<file path="config.mk">
export PLATFORM = sky130hd
export DESIGN_NAME = inorder_multi_ch_scoreboard
export DESIGN_NICKNAME = d
export VERILOG_FILES = /design/src/rtl/inorder_multi_ch_scoreboard.sv
export SDC_FILE = /design/constraint.sdc
export NUM_CORES = 1
export LEC_CHECK = 0
export ABC_AREA = 1
export BUFFER_PORTS_ARGS = -buffer_cell sky130_fd_sc_hd__buf_4
export CORE_ASPECT_RATIO = 1.4
export CORE_UTILIZATION = 64
export CTS_BUF_LIST = sky130_fd_sc_hd__clkbuf_4
export CTS_CLUSTER_DIAMETER = 100
export DETAILED_ROUTE_END_ITERATION = 6
export PLACE_DENSITY = 0.82
export SETUP_SLACK_MARGIN = 0.15
export SYNTH_ARGS = -nofsm -noshare
export SYNTH_HDL_FRONTEND = slang
export SYNTH_SLANG_ARGS = --single-unit
</file>
<file path="constraint.sdc">
create_clock -name clk -period 4.6 [get_ports clk]
set_input_delay 0.92 -clock clk [delete_from_list [all_inputs] [get_ports clk]]
set_output_delay 0.92 -clock clk [all_outputs]
set_load 0.05 [all_outputs]
</file>
<file path="src/rtl/inorder_multi_ch_scoreboard.sv">
// ---------------------------------------------------------------------------
// inorder_multi_ch_scoreboard
//
// Multi-channel in-order data scoreboard. It shadows a DUT FIFO (or a bank of
// FIFOs) from the DUT's accepted-write / accepted-read strobes. Each read word
// is checked against the oldest pending write on the same channel. The block
// only observes the DUT and drives none of its signals.
//
// Parameters
//   DATA_W  compared data width
//   DEPTH   max pending words per channel (power of 2, >= 2)
//   NUM_CH  number of independent in-order channels (>= 1)
//
// Ports
//   clk, rst              rising-edge clock, synchronous active-high reset
//   in_vld/in_ch/in_data  accepted write: strobe, channel, data
//   out_vld/out_ch/out_data accepted read: strobe, channel, data
//   err_clr               synchronous clear of the sticky errors
//   ch_empty              bit i set when channel i has no pending words
//   total_pend            pending words summed over all channels
//   mismatch_p            one-cycle pulse, the cycle after a failed compare
//   err_mismatch/err_overflow/err_underflow  sticky error flags
//   sb_state              0 IDLE, 1 BUSY, 2 FAIL
//
// Optional feature (macro SB_FIRST_ERR_CAPTURE_EN)
//   Adds fe_vld, fe_ch, fe_exp, fe_act: channel, expected and actual data of
//   the first mismatch since reset or err_clr. Later mismatches do not
//   overwrite it; it clears together with the sticky errors.
// ---------------------------------------------------------------------------
module inorder_multi_ch_scoreboard #(
    parameter int DATA_W = 32,
    parameter int DEPTH  = 8,
    parameter int NUM_CH = 2,
    localparam int CH_W  = (NUM_CH > 1) ? $clog2(NUM_CH) : 1,
    localparam int CNT_W = $clog2(DEPTH + 1)
) (
    input  logic                    clk,
    input  logic                    rst,
    input  logic                    in_vld,
    input  logic [CH_W-1:0]         in_ch,
    input  logic [DATA_W-1:0]       in_data,
    input  logic                    out_vld,
    input  logic [CH_W-1:0]         out_ch,
    input  logic [DATA_W-1:0]       out_data,
    input  logic                    err_clr,
    output logic [NUM_CH-1:0]       ch_empty,
    output logic [CNT_W+CH_W-1:0]   total_pend,
    output logic                    mismatch_p,
    output logic                    err_mismatch,
    output logic                    err_overflow,
    output logic                    err_underflow,
    output logic [1:0]              sb_state
`ifdef SB_FIRST_ERR_CAPTURE_EN
    ,
    output logic                    fe_vld,
    output logic [CH_W-1:0]         fe_ch,
    output logic [DATA_W-1:0]       fe_exp,
    output logic [DATA_W-1:0]       fe_act
`endif
);

    localparam int PTR_W = $clog2(DEPTH);
    localparam int TP_W  = CNT_W + CH_W;
    localparam logic [CNT_W-1:0] FULL_CNT = CNT_W'(DEPTH);
    localparam logic [CNT_W-1:0] ZERO_CNT = {CNT_W{1'b0}};
    localparam logic [CH_W:0]    NUM_CH_L = (CH_W + 1)'(NUM_CH);

    typedef enum logic [1:0] {
        ST_IDLE = 2'd0,
        ST_BUSY = 2'd1,
        ST_FAIL = 2'd2
    } state_t;

    logic [DATA_W-1:0] mem_r    [NUM_CH][DEPTH];
    logic [PTR_W-1:0]  wr_ptr_r [NUM_CH];
    logic [PTR_W-1:0]  rd_ptr_r [NUM_CH];
    logic [CNT_W-1:0]  cnt_r    [NUM_CH];
    logic [CNT_W-1:0]  cnt_nxt_s[NUM_CH];
    state_t            state_r;

    logic              in_ok_s;
    logic              out_ok_s;
    logic              same_ch_s;
    logic [CNT_W-1:0]  cnt_in_s;
    logic [CNT_W-1:0]  cnt_out_s;
    logic [DATA_W-1:0] rd_word_s;
    logic [DATA_W-1:0] exp_s;
    logic              bypass_s;
    logic              push_do_s;
    logic              pop_do_s;
    logic              mismatch_s;
    logic              overflow_s;
    logic              underflow_s;
    logic              any_err_s;
    logic [NUM_CH-1:0] push_hit_s;
    logic [NUM_CH-1:0] pop_hit_s;
    logic [TP_W-1:0]   total_nxt_s;

    // Classify this cycle's strobes: bypass, real push/pop, compare and error events.
    always_comb begin
        // Channel ids beyond NUM_CH-1 are ignored rather than aliased.
        in_ok_s   = in_vld  && ({1'b0, in_ch}  < NUM_CH_L);
        out_ok_s  = out_vld && ({1'b0, out_ch} < NUM_CH_L);
        same_ch_s = in_ok_s && out_ok_s && (in_ch == out_ch);
        cnt_in_s  = in_ok_s  ? cnt_r[in_ch]  : ZERO_CNT;
        cnt_out_s = out_ok_s ? cnt_r[out_ch] : ZERO_CNT;
        rd_word_s = out_ok_s ? mem_r[out_ch][rd_ptr_r[out_ch]] : {DATA_W{1'b0}};

        // Empty channel written and read in the same cycle: the word falls through.
        bypass_s  = same_ch_s && (cnt_out_s == ZERO_CNT);
        pop_do_s  = out_ok_s && (cnt_out_s != ZERO_CNT);
        // At full, a same-channel pop frees the slot the push lands in.
        push_do_s = in_ok_s && !bypass_s && ((cnt_in_s != FULL_CNT) || same_ch_s);

        exp_s       = bypass_s ? in_data : rd_word_s;
        mismatch_s  = (bypass_s || pop_do_s) && (out_data != exp_s);
        overflow_s  = in_ok_s  && (cnt_in_s  == FULL_CNT) && !same_ch_s;
        underflow_s = out_ok_s && (cnt_out_s == ZERO_CNT) && !same_ch_s;
        any_err_s   = mismatch_s || overflow_s || underflow_s;
    end

    // Next per-channel occupancy and the total across channels.
    always_comb begin
        total_nxt_s = {TP_W{1'b0}};
        for (int i = 0; i < NUM_CH; i++) begin
            push_hit_s[i] = push_do_s && (in_ch  == CH_W'(i));
            pop_hit_s[i]  = pop_do_s  && (out_ch == CH_W'(i));
            case ({push_hit_s[i], pop_hit_s[i]})
                2'b10:   cnt_nxt_s[i] = cnt_r[i] + CNT_W'(1);
                2'b01:   cnt_nxt_s[i] = cnt_r[i] - CNT_W'(1);
                default: cnt_nxt_s[i] = cnt_r[i];
            endcase
            total_nxt_s = total_nxt_s + TP_W'(cnt_nxt_s[i]);
        end
    end

    // Payload storage; stale words are unreachable once the pointers reset.
    always_ff @(posedge clk) begin
        if (push_do_s) begin
            mem_r[in_ch][wr_ptr_r[in_ch]] <= in_data;
        end
    end

    // Pointers, counts, registered status, sticky errors and the status FSM.
    always_ff @(posedge clk) begin
        if (rst) begin
            for (int i = 0; i < NUM_CH; i++) begin
                wr_ptr_r[i] <= {PTR_W{1'b0}};
                rd_ptr_r[i] <= {PTR_W{1'b0}};
                cnt_r[i]    <= ZERO_CNT;
            end
            ch_empty      <= {NUM_CH{1'b1}};
            total_pend    <= {TP_W{1'b0}};
            mismatch_p    <= 1'b0;
            err_mismatch  <= 1'b0;
            err_overflow  <= 1'b0;
            err_underflow <= 1'b0;
            state_r       <= ST_IDLE;
        end else begin
            for (int i = 0; i < NUM_CH; i++) begin
                cnt_r[i]    <= cnt_nxt_s[i];
                ch_empty[i] <= (cnt_nxt_s[i] == ZERO_CNT);
                if (push_hit_s[i]) wr_ptr_r[i] <= wr_ptr_r[i] + PTR_W'(1);
                if (pop_hit_s[i])  rd_ptr_r[i] <= rd_ptr_r[i] + PTR_W'(1);
            end
            total_pend <= total_nxt_s;
            mismatch_p <= mismatch_s;
            // A new error in the clearing cycle keeps its flag set.
            err_mismatch  <= mismatch_s  || (err_mismatch  && !err_clr);
            err_overflow  <= overflow_s  || (err_overflow  && !err_clr);
            err_underflow <= underflow_s || (err_underflow && !err_clr);

            if (any_err_s) begin
                state_r <= ST_FAIL;
            end else begin
                case (state_r)
                    ST_IDLE, ST_BUSY: begin
                        state_r <= (total_nxt_s != {TP_W{1'b0}}) ? ST_BUSY : ST_IDLE;
                    end
                    ST_FAIL: begin
                        if (err_clr) begin
                            state_r <= (total_nxt_s != {TP_W{1'b0}}) ? ST_BUSY : ST_IDLE;
                        end
                    end
                    default: state_r <= ST_IDLE;
                endcase
            end
        end
    end

    assign sb_state = state_r;

`ifdef SB_FIRST_ERR_CAPTURE_EN
    // First-mismatch capture; a clear and a mismatch together restart the capture.
    always_ff @(posedge clk) begin
        if (rst) begin
            fe_vld <= 1'b0;
            fe_ch  <= {CH_W{1'b0}};
            fe_exp <= {DATA_W{1'b0}};
            fe_act <= {DATA_W{1'b0}};
        end else if (mismatch_s && (!fe_vld || err_clr)) begin
            fe_vld <= 1'b1;
            fe_ch  <= out_ch;
            fe_exp <= exp_s;
            fe_act <= out_data;
        end else if (err_clr) begin
            fe_vld <= 1'b0;
            fe_ch  <= {CH_W{1'b0}};
            fe_exp <= {DATA_W{1'b0}};
            fe_act <= {DATA_W{1'b0}};
        end
    end
`endif

endmodule
</file>
# --- Yosys cells after proc, flatten, opt, wreduce, memory -nomap -nowiden ---
# Memories as Yosys holds them, arrays and structs flattened.
# Cells that the tools add are included.
classes:
  n_addsub: 9
  mux: 38
  magnitude_cmp: 3
  n_reduce_logical: 37
  eq_ne: 12
  bitwise: 10
op_table:
  columns: ["op", "n"]
  rows:
  - ["256-bit 2-to-1 mux", 1]
  - ["32-bit 2-to-1 mux", 5]
  - ["32-bit binary-select mux with 3-bit select", 1]
  - ["32-bit demux with 3-bit select", 1]
  - ["32-bit != test", 1]
  - ["1-bit logical AND", 19]
  - ["1-bit 2-to-1 mux", 17]
  - ["4-bit 2-to-1 mux", 4]
  - ["4-bit one-hot mux with 2 select lines", 2]
  - ["3-bit by 1-bit adder with 3-bit output, second input constant", 4]
  - ["4-bit logical NOT", 3]
  - ["3-bit 2-to-1 mux", 4]
  - ["4-bit by 1-bit adder with 4-bit output, second input constant", 2]
  - ["4-bit >= comparator, second input constant", 2]
  - ["3-bit inverter with 4-bit output", 2]
  - ["4-bit by 1-bit subtractor with 4-bit output, second input constant", 2]
  - ["1-bit logical OR", 7]
  - ["2-bit by 1-bit == test with 1-bit output, second input constant", 3]
  - ["2-bit == test, second input constant", 3]
  - ["1-bit OR", 6]
  - ["4-bit by 4-bit adder with 5-bit output", 1]
  - ["5-bit nonzero test", 1]
  - ["4-bit == test, second input constant", 1]
  - ["4-bit by 1-bit less-than comparator with 1-bit output, second input constant", 1]
  - ["11 further kinds", 16]
word_totals:
  output_inout_bits: 13
  in_bits: 71
  reg_bits: 13
  memories: 4
  ram_bits: 532
mem_list:
  columns: ["name", "depth", "width", "rd", "rd_clocked_by_memory_dff", "wr", "line", "text"]
  rows:
  - ["mem_r", 2, 256, 1, 0, 1, "74", "logic [DATA_W-1:0] mem_r [NUM_CH][DEPTH];"]
  - ["cnt_r", 2, 4, 4, 0, 2, "77", "logic [CNT_W-1:0] cnt_r [NUM_CH];"]
  - ["rd_ptr_r", 2, 3, 3, 0, 2, "76", "logic [PTR_W-1:0] rd_ptr_r [NUM_CH];"]
  - ["wr_ptr_r", 2, 3, 3, 0, 2, "75", "logic [PTR_W-1:0] wr_ptr_r [NUM_CH];"]

# --- Longest topological paths before layout ---
# Gate-level depths: netlist of the first run.
# An unclocked memory read counts as a cell.
depth:
  ltp_word: 16
  ltp_mapped: 24
  ltp_nobuf: 22

# --- Worst setup path before layout of the first run ---
# OpenSTA, ideal clock, no wires.
synth_path:
  path_type: "in2reg"
  start: "in out_ch"
  end: "reg state_r[0] (netlist: sb_state[0])"
  path_stages: 23
  setup_slack_ns: 0.702
  path_buffers: 2
  arrival_time_ns: 3.786
  setup_ns: 0.112
  required_ns: 4.488
  path_cell_list: "buf_6 -> buf_6 -> nand4_1 -> nand3_2 -> nand2_1 -> nand3_1 -> inv_1 -> nand2_1 -> ha_1 -> xor2_1 -> ha_1 -> nor2_1 -> or2_2 -> nand3_1 -> o21ai_0 -> inv_1 -> ha_1 -> a21oi_1 -> nand2_1 -> xnor2_1 -> nand3_1 -> nand3_1 -> nor2_1"
synth_rtl:
  columns: ["element", "line", "text"]
  rows:
  - ["start, declared", "43", "input logic [CH_W-1:0] out_ch,"]
  - ["end signal, assigned", "178", "state_r <= (total_nxt_s != {TP_W{1'b0}}) ? ST_BUSY : ST_IDLE;"]
  - ["end signal, assigned", "182", "state_r <= (total_nxt_s != {TP_W{1'b0}}) ? ST_BUSY : ST_IDLE;"]
  - ["end, declared", "79", "state_t state_r;"]

==> key figures, run 1 <==
Logic synthesis
  • Largest family of logic cells by synthesized area: simple AND/OR/NAND/NOR gates
  • Post-synth top flop: edfxtp_1
  • Synth top area share: 67.6%
  • Post-synth top area cell: edfxtp_1
  • Xor-xnor portion of the synthesized cell area: 0.677%
  • Post-Syn Instances: 2,119
  • Synth async-reset ratio: 0%
  • Synth Register Bits: 545
  • Synth Area in Simple Gates: about a quarter
  • Synth Area in Compound Gates: 1.01%
  • Mapped Avg Cell Area: 11.0 um2
  • Top post-synthesis cells by area: edfxtp_1 (68%), nand2_1 (12%), nand3_1 (9.8%)
  • Synthesized area: around 23,000 um2
  • Post-synth EDFFs: 524
  • Syn Nets: 2,205
  • Synth unique cells: 29
  • Adder-cell share of the synthesized area: 0.839%
  • Yosys synthesis warning count: 0
  • Proportion of synthesized area in mux cells: 0%
  • Part of the Yosys area used for sequential elements: 69.4%

Timing
  • Unrepaired setup endpoints after global routing: no
  • Final Max Slew Viols: 0
  • Tmin final: 3.80 ns
  • Tcrit/Tclk final: ~83%
  • Number of hold violations in the final report: 0
  • Skew final: 0.0557 ns
  • Worst slew pin tran: 0.937 ns
  • # setup viols final: 0
  • Rel. slew slack: 37.6%
  • Total negative setup slack: 0 ns
  • F_max: about 260 MHz

Clock tree
  • CTS tree: done
  • Root Buffer: clkbuf_4
  • Postcts setup bufs: 0
  • Post-cts resize count: 0
  • Clk Latency, worst-skew pair: 0.87 ns
  • CTS Buf Count: 121
  • Clk slew on worst S/H paths: approximately 0.080 ns
  • Clock sink count: 545
  • Cts-stage hold buffer count: 0
  • Clock Tree Buf Depth: 3
  • H-tree lvl count: 3

Final layout
  • Area growth, synth to finish: 12.3%
  • Final nets: around 2,400
  • Share of layout cells above drive strength 1: between 10% and 20%
  • Post-Layout Inst Area: 26,200 um2

Min path
  • Hold depth: 1
  • Hold WC Path Type: input port to flop

Die
  • Io pins: 84
  • Row cnt: 82
  • CORE AREA: 35,800 um2
  • Initial Util: 65.0%
  • Die area: 37,100 um2
  • Die Y: about 230 um
  • Die Wd: 163 um

Worst setup path
  • Startpoint Class: flop
  • Cell mode on critical path: nand3_1
  • Worst endpoint data arrival time: roughly 4.5 ns
  • Max incr delay on CP: between 0.3 and 0.4 ns
  • Worst Setup End Kind: flop
  • CP Max Fanout: 5
  • Setup CP Type: flop to flop
  • Reg2reg path depth: 22
  • CP max-delay cell: dfxtp_1
  • Worst endpoint required time: 5.31 ns
  • Crit-path cells: nor2_1 > nand3_1 > o21ai_0 > nand3_1 > nand3_1 > inv_1 > nand2_1 > ha_1 > xor2_1 > ha_1 > nor2_1 > or2_2 > nand3_1 > o21ai_0 > inv_1 > ha_1 > a21oi_1 > nand2_1 > xnor2_1 > nand3_1 > nand3_1 > nor2_1

Place
  • Hpwl dp: around 35,000 um
  • Routability cong.: 0.874
  • Input/output buffers: 83
  • Cell Area, Placed: approximately 25,000 um2

Power
  • Leakage: ~10 nW
  • PD cells: 414 nW/um2
  • Worst IR Drop VDD: approximately 0.00023 V

Detailed routing
  • Vias per inst: 6.09
  • Via Count: 17,161
  • Residual DRC: 0
  • Initial DRT Pass Iterations: 7
  • Final WL: 60,100 um
  • Wire per inst: 21.3 um
  • Initial drt markers: approximately 2,200
  • ANT nets after route: 0

Global route
  • Total track usage: 33.6%
  • Global-route wire length before repair: just over 90,000 um
  • Initial antenna violation count: 2
  • Largest net degree at the start of global routing: roughly 170
  • Total grt overflow: 0
  • Vias in the first global route: 17,461

Job
  • Max cap viols: 0

Status
  • Status: complete, no violations
-- metrics by stage --
step | worst slack, ns | hold WS, ns | total power [mW] | cells | util, %
detailed placement | 0.0713 | 0.473 | 7.23 | 2605 | 68.8
global placement | 0.304 | 0.469 | 7.17 | 2605 | 68.8
global route | 0.486 | 0.342 | 11.3 | 2820 | 73.0
CTS | 0.830 | 0.299 | 10.9 | 2819 | 73.0
finish | 0.804 | 0.355 | 10.8 | 2820 | 73.0
floorplan | 0.702 | 0.560 | 6.68 | 2119 | -
-- layout make-up --
cell class	count	area (um2)
antenna	1	2.50
clock buffer	176	1320
clock inverter	38	206
fill	2346	9660
inverter	63	241
multi-input combinational	1395	6360
sequential	545	16200
tap	462	578
timing repair buffer	140	1280
-- cells by family after synthesis --
logic type,count (synthesis)
DFF,545
buffers and inverters,179
adders and majority gates,15
xor gates and xnor gates,18
AOI/OAI and AO/OA,44
and+or+nand+nor,1318
-- metal layers --
layer | vias to the layer above | share of wire [%] | global-route usage (%)
met5 | - | 0.020 | 0
met2 | 1072 | 50 | 56.8
met4 | 2 | 6.1 | 22.4
met3 | 266 | 9.9 | 7.28
li1 | 7710 | - | -
met1 | 8111 | 34 | 38.3
-- worst max-delay path: cells and delay by family (launching register included) --
| family | cells | cell delay (ns) |
|---|---|---|
| compound gates | 3 | 0.54 |
| xor+xnor | 2 | 0.40 |
| fa+ha+maj | 3 | 0.72 |
| buf+inv | 2 | 0.20 |
| flops | 1 | 0.37 |
| simple gates | 12 | 1.48 |
-- placed cells by master, fill, tap and decap left out, drive strengths merged --
| master | netlist | routed |
|---|---|---|
| a21oi | 8 | 8 |
| a32oi | 1 | 1 |
| a41oi | 1 | 1 |
| buf | 111 | 139 |
| bufinv | 0 | 2 |
| clkbuf | 5 | 177 |
| clkinv | 0 | 34 |
| dfxtp | 21 | 21 |
| diode | 0 | 1 |
| edfxtp | 524 | 524 |
| fa | 1 | 1 |
| ha | 14 | 14 |
| inv | 63 | 65 |
| nand2 | 733 | 733 |
| nand3 | 457 | 457 |
| nand3b | 21 | 21 |
| nand4 | 2 | 2 |
| nor2 | 100 | 100 |
| nor3 | 1 | 1 |
| nor4 | 1 | 1 |
| o21ai | 34 | 34 |
| or2 | 3 | 3 |
| xnor2 | 9 | 9 |
| xor2 | 9 | 9 |
-- registers in the layout (all words and copies together), names as in the netlist --
name	count
err_overflow	1
mem_r	512
mismatch_p	1
sb_state	2
err_mismatch	1
rd_ptr_r	6
ch_empty	2
cnt_r	8
err_underflow	1
total_pend	5
wr_ptr_r	6
-- power by group --
group          internal, mW  switching, mW
clock network          1.86           1.81
logic                 0.474           1.05
registers              5.58         0.0502
total                  7.91           2.92
-- final timing paths --
kind / from / to / slack (ns)
setup / recovery: cnt_r[1][1]$_SDFF_PP0_ / sb_state[0]$_SDFFE_PP0P_ / 0.80
setup reg to reg: cnt_r[1][1]$_SDFF_PP0_ / sb_state[0]$_SDFFE_PP0P_ / 0.80
hold reg to reg: err_mismatch$_SDFF_PP0_ / err_mismatch$_SDFF_PP0_ / 0.49
hold / removal: in_data[12] / mem_r[0][172]$_DFFE_PP_ / 0.36
-- synthesized netlist by cell type, drive strengths merged, types with 9 or more instances --
cell    count
nand2     733
edfxtp    524
nand3     457
buf       111
nor2      100
inv        63
o21ai      34
dfxtp      21
nand3b     21
ha         14
xnor2       9
xor2        9
Note: power is estimated with default switching activity, not from simulation.
==> run 2: changes to the inputs <==
==> constraint.sdc (replaced) <==
create_clock -name clk -period 3.9 [get_ports clk]
set_input_delay 0.78 -clock clk [delete_from_list [all_inputs] [get_ports clk]]
set_output_delay 0.78 -clock clk [all_outputs]
set_load 0.05 [all_outputs]
==> run 2 against run 1 <==
Effect of this change:
- final cell count decreased by 0.32%
- design area rose by 0.34%
- wire length decreased by 1.4%
- total power increased by 19%
- first-iteration DRC count decreased by 0.90%
==> key figures, run 2 (same netlist as run 1, synthesis figures left out) <==
Clock tree
  • Clk Latency, worst-skew pair: 0.85 ns (-0.02 ns)
  • Clock sink count: 545 (unchanged)
  • Clock Tree Buf Depth: 3 (unchanged)
  • Root Buffer: clkbuf_4
  • Clk slew on worst S/H paths: 0.07 ns (about the same)
  • CTS tree: done
  • CTS Buf Count: 119 (-1.7%)
  • H-tree lvl count: 3 (unchanged)
  • Cts-stage hold buffer count: 0 (unchanged)

Final layout
  • Area growth, synth to finish: 12.7%
  • Layout Cells excl Fill: 2,811 (-0.32%)
  • Filler cells: 2,300 (-2.0%)
  • Final nets: 2,341 (-0.47%)
  • Share of layout cells above drive strength 1: 15.3% (+0.28 points)
  • Area of the multi-input gates: 6420 um2 (+0.90%)
  • Final Util: 73.3% (+0.25 points)
  • Most common cell after layout, fill and taps aside: nand2_1
  • Reg area: 16,200 um2 (unchanged)
  • Most frequent cells in the layout: nand2_1 (728), edfxtp_1 (524), nand3_1 (456)
  • Max FFs per register: 512 (unchanged)

Worst setup path
  • Worst Setup End Kind: flop
  • Startpoint Class: flop
  • Reg2reg path depth: 19 (-14%)
  • Worst endpoint data arrival time: 4.21 ns (-0.30 ns)
  • Setup CP Type: flop to flop
  • Worst endpoint required time: 4.60 ns (-0.71 ns)
  • CP Max Fanout: 4 (-1)

Power
  • Switch Pwr: 3.42 mW (+17%)
  • PD cells: 490 nW/um2 (+18%)
  • Clock power share: 34.1% (+0.2 points)
  • Worst IR Drop VDD: 0.000450 V (+100%)
  • Leakage: 10.0 nW (about the same)
  • P_int: 9.43 mW (+19%)
  • Switch share: 26.6% (-0.32 points)
  • Total power: 12.8 mW (+19%)
  • Gate power share: 14.3% (+0.2 points)
  • Reg power frac: 51.7% (-0.3 points)

Timing
  • Tcrit/Tclk final: 89.8% (+7.3 points)
  • # setup viols final: 0 (unchanged)
  • Unrepaired setup endpoints after global routing: no
  • Rel. slew slack: 37.0% (-0.61 points)
  • Skew final: 0.0467 ns (-0.00893 ns)
  • F_max: 285 MHz (+8.3%)
  • Number of hold violations in the final report: 0 (unchanged)
  • Total negative setup slack: 0 ns (unchanged)
  • Tmin final: 3.50 ns (-0.292 ns)
  • Final Max Slew Viols: 0 (unchanged)
  • Worst slew pin tran: 0.946 ns (+0.00916 ns)

Status
  • Status: complete, no violations

Die
  • Initial Util: 65.0% (unchanged)
  • Row cnt: 82 (unchanged)
  • CORE AREA: 35,800 um2 (unchanged)
  • Die Y: 228 um (unchanged)
  • Die area: 37,100 um2 (unchanged)
  • Io pins: 84 (unchanged)
  • Die Wd: 163 um (unchanged)

Detailed routing
  • Via Count: 17,045 (-0.68%)
  • Met3 wire length: 6110 um (+2.6%)
  • Residual DRC: 0 (unchanged)
  • ANT nets after route: 0 (unchanged)
  • Initial drt markers: 2,195 (-0.90%)
  • Final WL: 59,200 um (-1.4%)
  • Max Used Layer: met5
  • Met1 wire length: 20,700 um (+1.6%)
  • Met2 wire len: 29,600 um (-1.5%)
  • Initial DRT Pass Iterations: 5 (-2)
  • Wire per inst: 21.1 um (-1.1%)
  • Vias per inst: 6.06 (-0.36%)

Global route
  • Total track usage: 32.4% (-1.2 points)
  • Largest net degree at the start of global routing: 161 (-6.4%)
  • Vias in the first global route: 16,760 (-4.0%)
  • Global-route wire length before repair: 88,900 um (-3.4%)
  • Initial antenna violation count: 3 (+1)
  • Total grt overflow: 0 (unchanged)

Place
  • Placed insts: 2,595 (-0.38%)
  • Hpwl dp: 31,200 um (-10%)
  • Routability cong.: 0.838 (-4.2%)
  • Input/output buffers: 83 (unchanged)

Min path
  • Hold depth: 1 (unchanged)
  • Hold WC Path Type: input port to flop

Job
  • Max cap viols: 0 (unchanged)
## run 2: changes by cell type in the layout (fill, tap and decap cells not counted), sizes merged
cell    change
buf         -9
inv         -1
clkinv      -9
clkbuf      +9
diode       +1
## run 2: through the flow
stage	hold WS [ns]	worst slack [ns]	instance area [um2]
floorplan	0.560	0.191	23300
global placement	0.459	0.103	24600
detailed placement	0.473	-0.0688	24600
CTS	0.189	0.312	26200
global route	0.224	0.0881	26200
finish	0.235	0.396	26200
## run 2: metal layers
metal,up-vias,track usage [%]
li1,7687,-
met1,8066,38.6
met2,1074,55.0
met3,216,7.08
met4,2,17.2
met5,-,0
## run 2: worst paths after layout
path / startpoint / endpoint / slack, ns
max: cnt_r[1][0]$_SDFF_PP0_ / sb_state[0]$_SDFFE_PP0P_ / 0.40
max reg2reg: cnt_r[1][0]$_SDFF_PP0_ / sb_state[0]$_SDFFE_PP0P_ / 0.40
min reg2reg: err_mismatch$_SDFF_PP0_ / err_mismatch$_SDFF_PP0_ / 0.49
min: in_data[24] / mem_r[0][56]$_DFFE_PP_ / 0.23
## run 2: final cells by class
| cell class | instances | area share, % |
|---|---|---|
| Tap cell | 462 | 2.20 |
| Clock buffer | 185 | 5.29 |
| Clock inverter | 28 | 0.610 |
| Timing Repair Buffer | 131 | 4.92 |
| Antenna cell | 2 | 0.0191 |
| Inverter | 63 | 0.920 |
| Sequential cell | 545 | 61.6 |
| Multi-Input combinational cell | 1395 | 24.5 |
## run 2: worst max-delay path, stage by stage (launching register included)
cell and delay [ns]:
dfxtp_1 0.35, nor2_2 0.16, nand3_1 0.08, o21ai_0 0.20
nand3_1 0.16, nand3_1 0.13, inv_1 0.08, nand2_1 0.11
ha_2 0.24, xor2_1 0.21, nand3_1 0.15, o21ai_0 0.29
xor2_1 0.25, ha_1 0.34, a21oi_2 0.21, nand2_1 0.07
nor3_1 0.14, nand3_1 0.10, nand3_1 0.08, nor2_1 0.05
## run 2: power groups by stage
stage / sequential (mW) / clock (mW) / combinational (mW)
2_1_floorplan: 6.87 / 0 / 1.02
3_5_place_dp: 6.76 / 0 / 1.77
3_3_place_gp: 6.76 / 0 / 1.70
6_report: 6.64 / 4.38 / 1.83
5_1_grt: 6.65 / 4.71 / 1.98
4_1_cts: 6.63 / 4.43 / 1.78
## run 2: what timing repair did
action | CTS | global route
endpoints found under the setup margin | 0 | 2
setup buffers | 0 | 1
resized for setup | 0 | 11
==> run 3: changes to the inputs <==
--- a/config.mk
+++ b/config.mk
@@ -8,11 +8,11 @@
 export ABC_AREA = 1
 export BUFFER_PORTS_ARGS = -buffer_cell sky130_fd_sc_hd__buf_4
 export CORE_ASPECT_RATIO = 1.4
-export CORE_UTILIZATION = 64
-export CTS_BUF_LIST = sky130_fd_sc_hd__clkbuf_4
+export CORE_UTILIZATION = 62
+export CTS_BUF_LIST = sky130_fd_sc_hd__clkbuf_8 sky130_fd_sc_hd__clkbuf_16
 export CTS_CLUSTER_DIAMETER = 100
 export DETAILED_ROUTE_END_ITERATION = 6
-export PLACE_DENSITY = 0.82
+export PLACE_DENSITY = 0.8
 export SETUP_SLACK_MARGIN = 0.15
 export SYNTH_ARGS = -nofsm -noshare
 export SYNTH_HDL_FRONTEND = slang
==> run 3 against run 2 <==
Effect of this change:
- critical path depth down 2
- die area up 3.2%
- the flow now finishes with violations (DRC)
- utilization down 1.6 points
- global-route usage down 0.64 points
- total power up 4.8%
==> key figures, run 3 (same netlist as run 1, synthesis figures left out) <==
Worst setup path
  • Worst Setup End Kind: flop
  • CP Max Fanout: 3 (-1)
  • Startpoint Class: flop
  • Max incr delay on CP: 0.54 ns (+0.19 ns)
  • Worst endpoint required time: 4.36 ns (-0.24 ns)
  • Reg2reg path depth: 17 (-2)
  • Worst endpoint data arrival time: 3.92 ns (-0.29 ns)
  • CP max-delay cell: fa_1
  • Reg-to-Reg End: sb_state[0]$_SDFFE_PP0P_
  • R2r setup slk: 0.44 ns (+0.04 ns)
  • Crit-path cells: inv_1 > nand4_1 > nand3_2 > nand2_1 > nand3_1 > inv_1 > nand2_1 > ha_1 > xor2_1 > ha_1 > inv_1 > o21ai_0 > fa_1 > nor3_1 > nand3_1 > nand3_1 > nor2_1
  • Reg-to-Reg Start: cnt_r[1][2]$_SDFF_PP0_
  • Setup CP Type: flop to flop

Die
  • Row cnt: 83 (+1.2%)
  • Die area: 38,300 um2 (+3.2%)
  • Io pins: 84 (unchanged)
  • CORE AREA: 36,900 um2 (+3.0%)
  • Initial Util: 63.1% (-1.9 points)
  • Die Wd: 166 um (+1.6%)
  • Die Y: 231 um (+1.6%)

Place
  • Routability cong.: 0.860 (+2.7%)
  • Hpwl dp: 33,000 um (+5.7%)
  • Input/output buffers: 83 (unchanged)
  • Placed insts: 2,607 (+0.46%)

Final layout
  • Max FFs per register: 512 (unchanged)
  • Area growth, synth to finish: 13.5%
  • Reg area: 16,200 um2 (unchanged)
  • Filler cells: 2,405 (+4.6%)
  • Layout Cells excl Fill: 2,699 (-4.0%)
  • Antenna cells: 0 (-2)
  • Final nets: 2,277 (-2.7%)
  • Area of the multi-input gates: 6390 um2 (-0.49%)
  • Most common cell after layout, fill and taps aside: nand2_1
  • Most frequent cells in the layout: nand2_1 (729), edfxtp_1 (524), nand3_1 (456)
  • Share of layout cells above drive strength 1: 11.0% (-4.3 points)

Timing
  • Skew final: 0.0144 ns (-0.0323 ns)
  • Final Max Slew Viols: 0 (unchanged)
  • F_max: 289 MHz (+1.3%)
  • # setup viols final: 0 (unchanged)
  • Tmin final: 3.46 ns (-0.0449 ns)
  • Unrepaired setup endpoints after global routing: no
  • Rel. slew slack: 48.6% (+12 points)
  • Worst slew pin tran: 0.770 ns (-0.175 ns)
  • Tcrit/Tclk final: 88.7% (-1.2 points)
  • Number of hold violations in the final report: 0 (unchanged)

Global route
  • Global-route wire length before repair: 91,500 um (+2.9%)
  • Total track usage: 31.7% (-0.64 points)
  • Vias in the first global route: 16,611 (-0.89%)
  • Initial antenna violation count: 1 (-2)
  • Total grt overflow: 0 (unchanged)
  • Largest net degree at the start of global routing: 149 (-7.5%)

Detailed routing
  • Initial DRT Pass Iterations: 7 (+2)
  • Final WL: 60,000 um (+1.2%)
  • Wire per inst: 22.2 um (+5.4%)
  • Initial drt markers: 1,819 (-17%)
  • Residual DRC: 5 (+5)
  • Via Count: 16,645 (-2.3%)
  • ANT nets after route: 0 (unchanged)
  • Vias per inst: 6.17 (+1.7%)

Power
  • PD cells: 510 nW/um2 (+4.1%)
  • Worst IR Drop VDD: 0.000427 V (-5.0%)
  • Total power: 13.5 mW (+4.8%)
  • Leakage: 10.0 nW (-0.32%)

Clock tree
  • CTS Buf Count: 49 (-59%)
  • Clock Tree Buf Depth: 3 (unchanged)
  • Clk slew on worst S/H paths: 0.06 ns (about the same)
  • CTS tree: done
  • Root Buffer: clkbuf_16
  • H-tree lvl count: 2 (-1)
  • Postcts setup bufs: 0 (unchanged)
  • Clk Latency, worst-skew pair: 0.57 ns (-0.28 ns)
  • Clock sink count: 545 (unchanged)

Min path
  • Hold WC Path Type: flop to flop
  • Hold depth: 2 (+1)
  • Hold Path Origin: err_underflow$_SDFF_PP0_
  • Hold path endpoint: err_underflow$_SDFF_PP0_

Job
  • Max cap viols: 0 (unchanged)

Status
  • Failing checks: DRC
  • Status: finished with violations
[run 3: cell type report]
class	instances	area share, %
timing repair buffer	137	5.19
tap	467	2.21
sequential	545	61.1
clock buffer	52	4.88
multi-input combinational	1395	24.2
inverter	63	0.914
clock inverter	40	1.47
[run 3: stage by stage]
step	instance area (um2)	setup slack, ns	setup TNS (ns)	hold WS (ns)	utilization, %
2_1_floorplan	23300	0.191	0	0.560	-
3_3_place_gp	24700	0.0956	0	0.460	67.0
3_5_place_dp	24700	-0.0233	-0.0233	0.455	67.0
4_1_cts	26400	0.388	0	0.465	71.6
5_1_grt	26400	0.142	0	0.492	71.7
6_report	26400	0.441	0	0.466	71.7
[run 3: worst max-delay path by stage]
stage,start,end,depth (start not counted)
2_1_floorplan,out_ch,sb_state[0]$_SDFFE_PP0P_,23
3_3_place_gp,out_ch,sb_state[0]$_SDFFE_PP0P_,21
3_5_place_dp,out_ch,sb_state[0]$_SDFFE_PP0P_,21
4_1_cts,cnt_r[1][0]$_SDFF_PP0_,sb_state[0]$_SDFFE_PP0P_,22
5_1_grt,cnt_r[1][0]$_SDFF_PP0_,sb_state[0]$_SDFFE_PP0P_,21
6_report,cnt_r[1][2]$_SDFF_PP0_,sb_state[0]$_SDFFE_PP0P_,17
[run 3: timing repair]
action                                  CTS  global route
hold buffers                              0             0
endpoints found under the setup margin    0             1
gates resized for setup                   0             5
[run 3: worst max-delay path, delay by kind of cell (launching register included)]
family	cells	cell delay (ns)
AND/OR/NAND/NOR	9	1.01
AO/OA/AOI/OAI	1	0.39
XOR/XNOR	1	0.18
adder cells (fa/ha/maj)	3	1.11
buffers and inverters	3	0.28
flip-flops	1	0.39
[run 3: report_power, final]
group          switching (mW)  total (mW)  internal [mW]  leakage, nW
clock                    2.08        4.99           2.92        0.860
sequential             0.0614        6.64           6.58         4.92
combinational            1.26        1.83          0.573         4.24
total                    3.39        13.5           10.1         10.0
[run 3: routing by layer]
layer  up-vias  GRT usage (%)  part of all wire, %
li1       7469              -                    -
met4         2           20.7                  6.2
met5         -              0                0.027
met2      1030           54.4                   50
met3       254           4.82                  9.9
met1      7890           37.7                   34
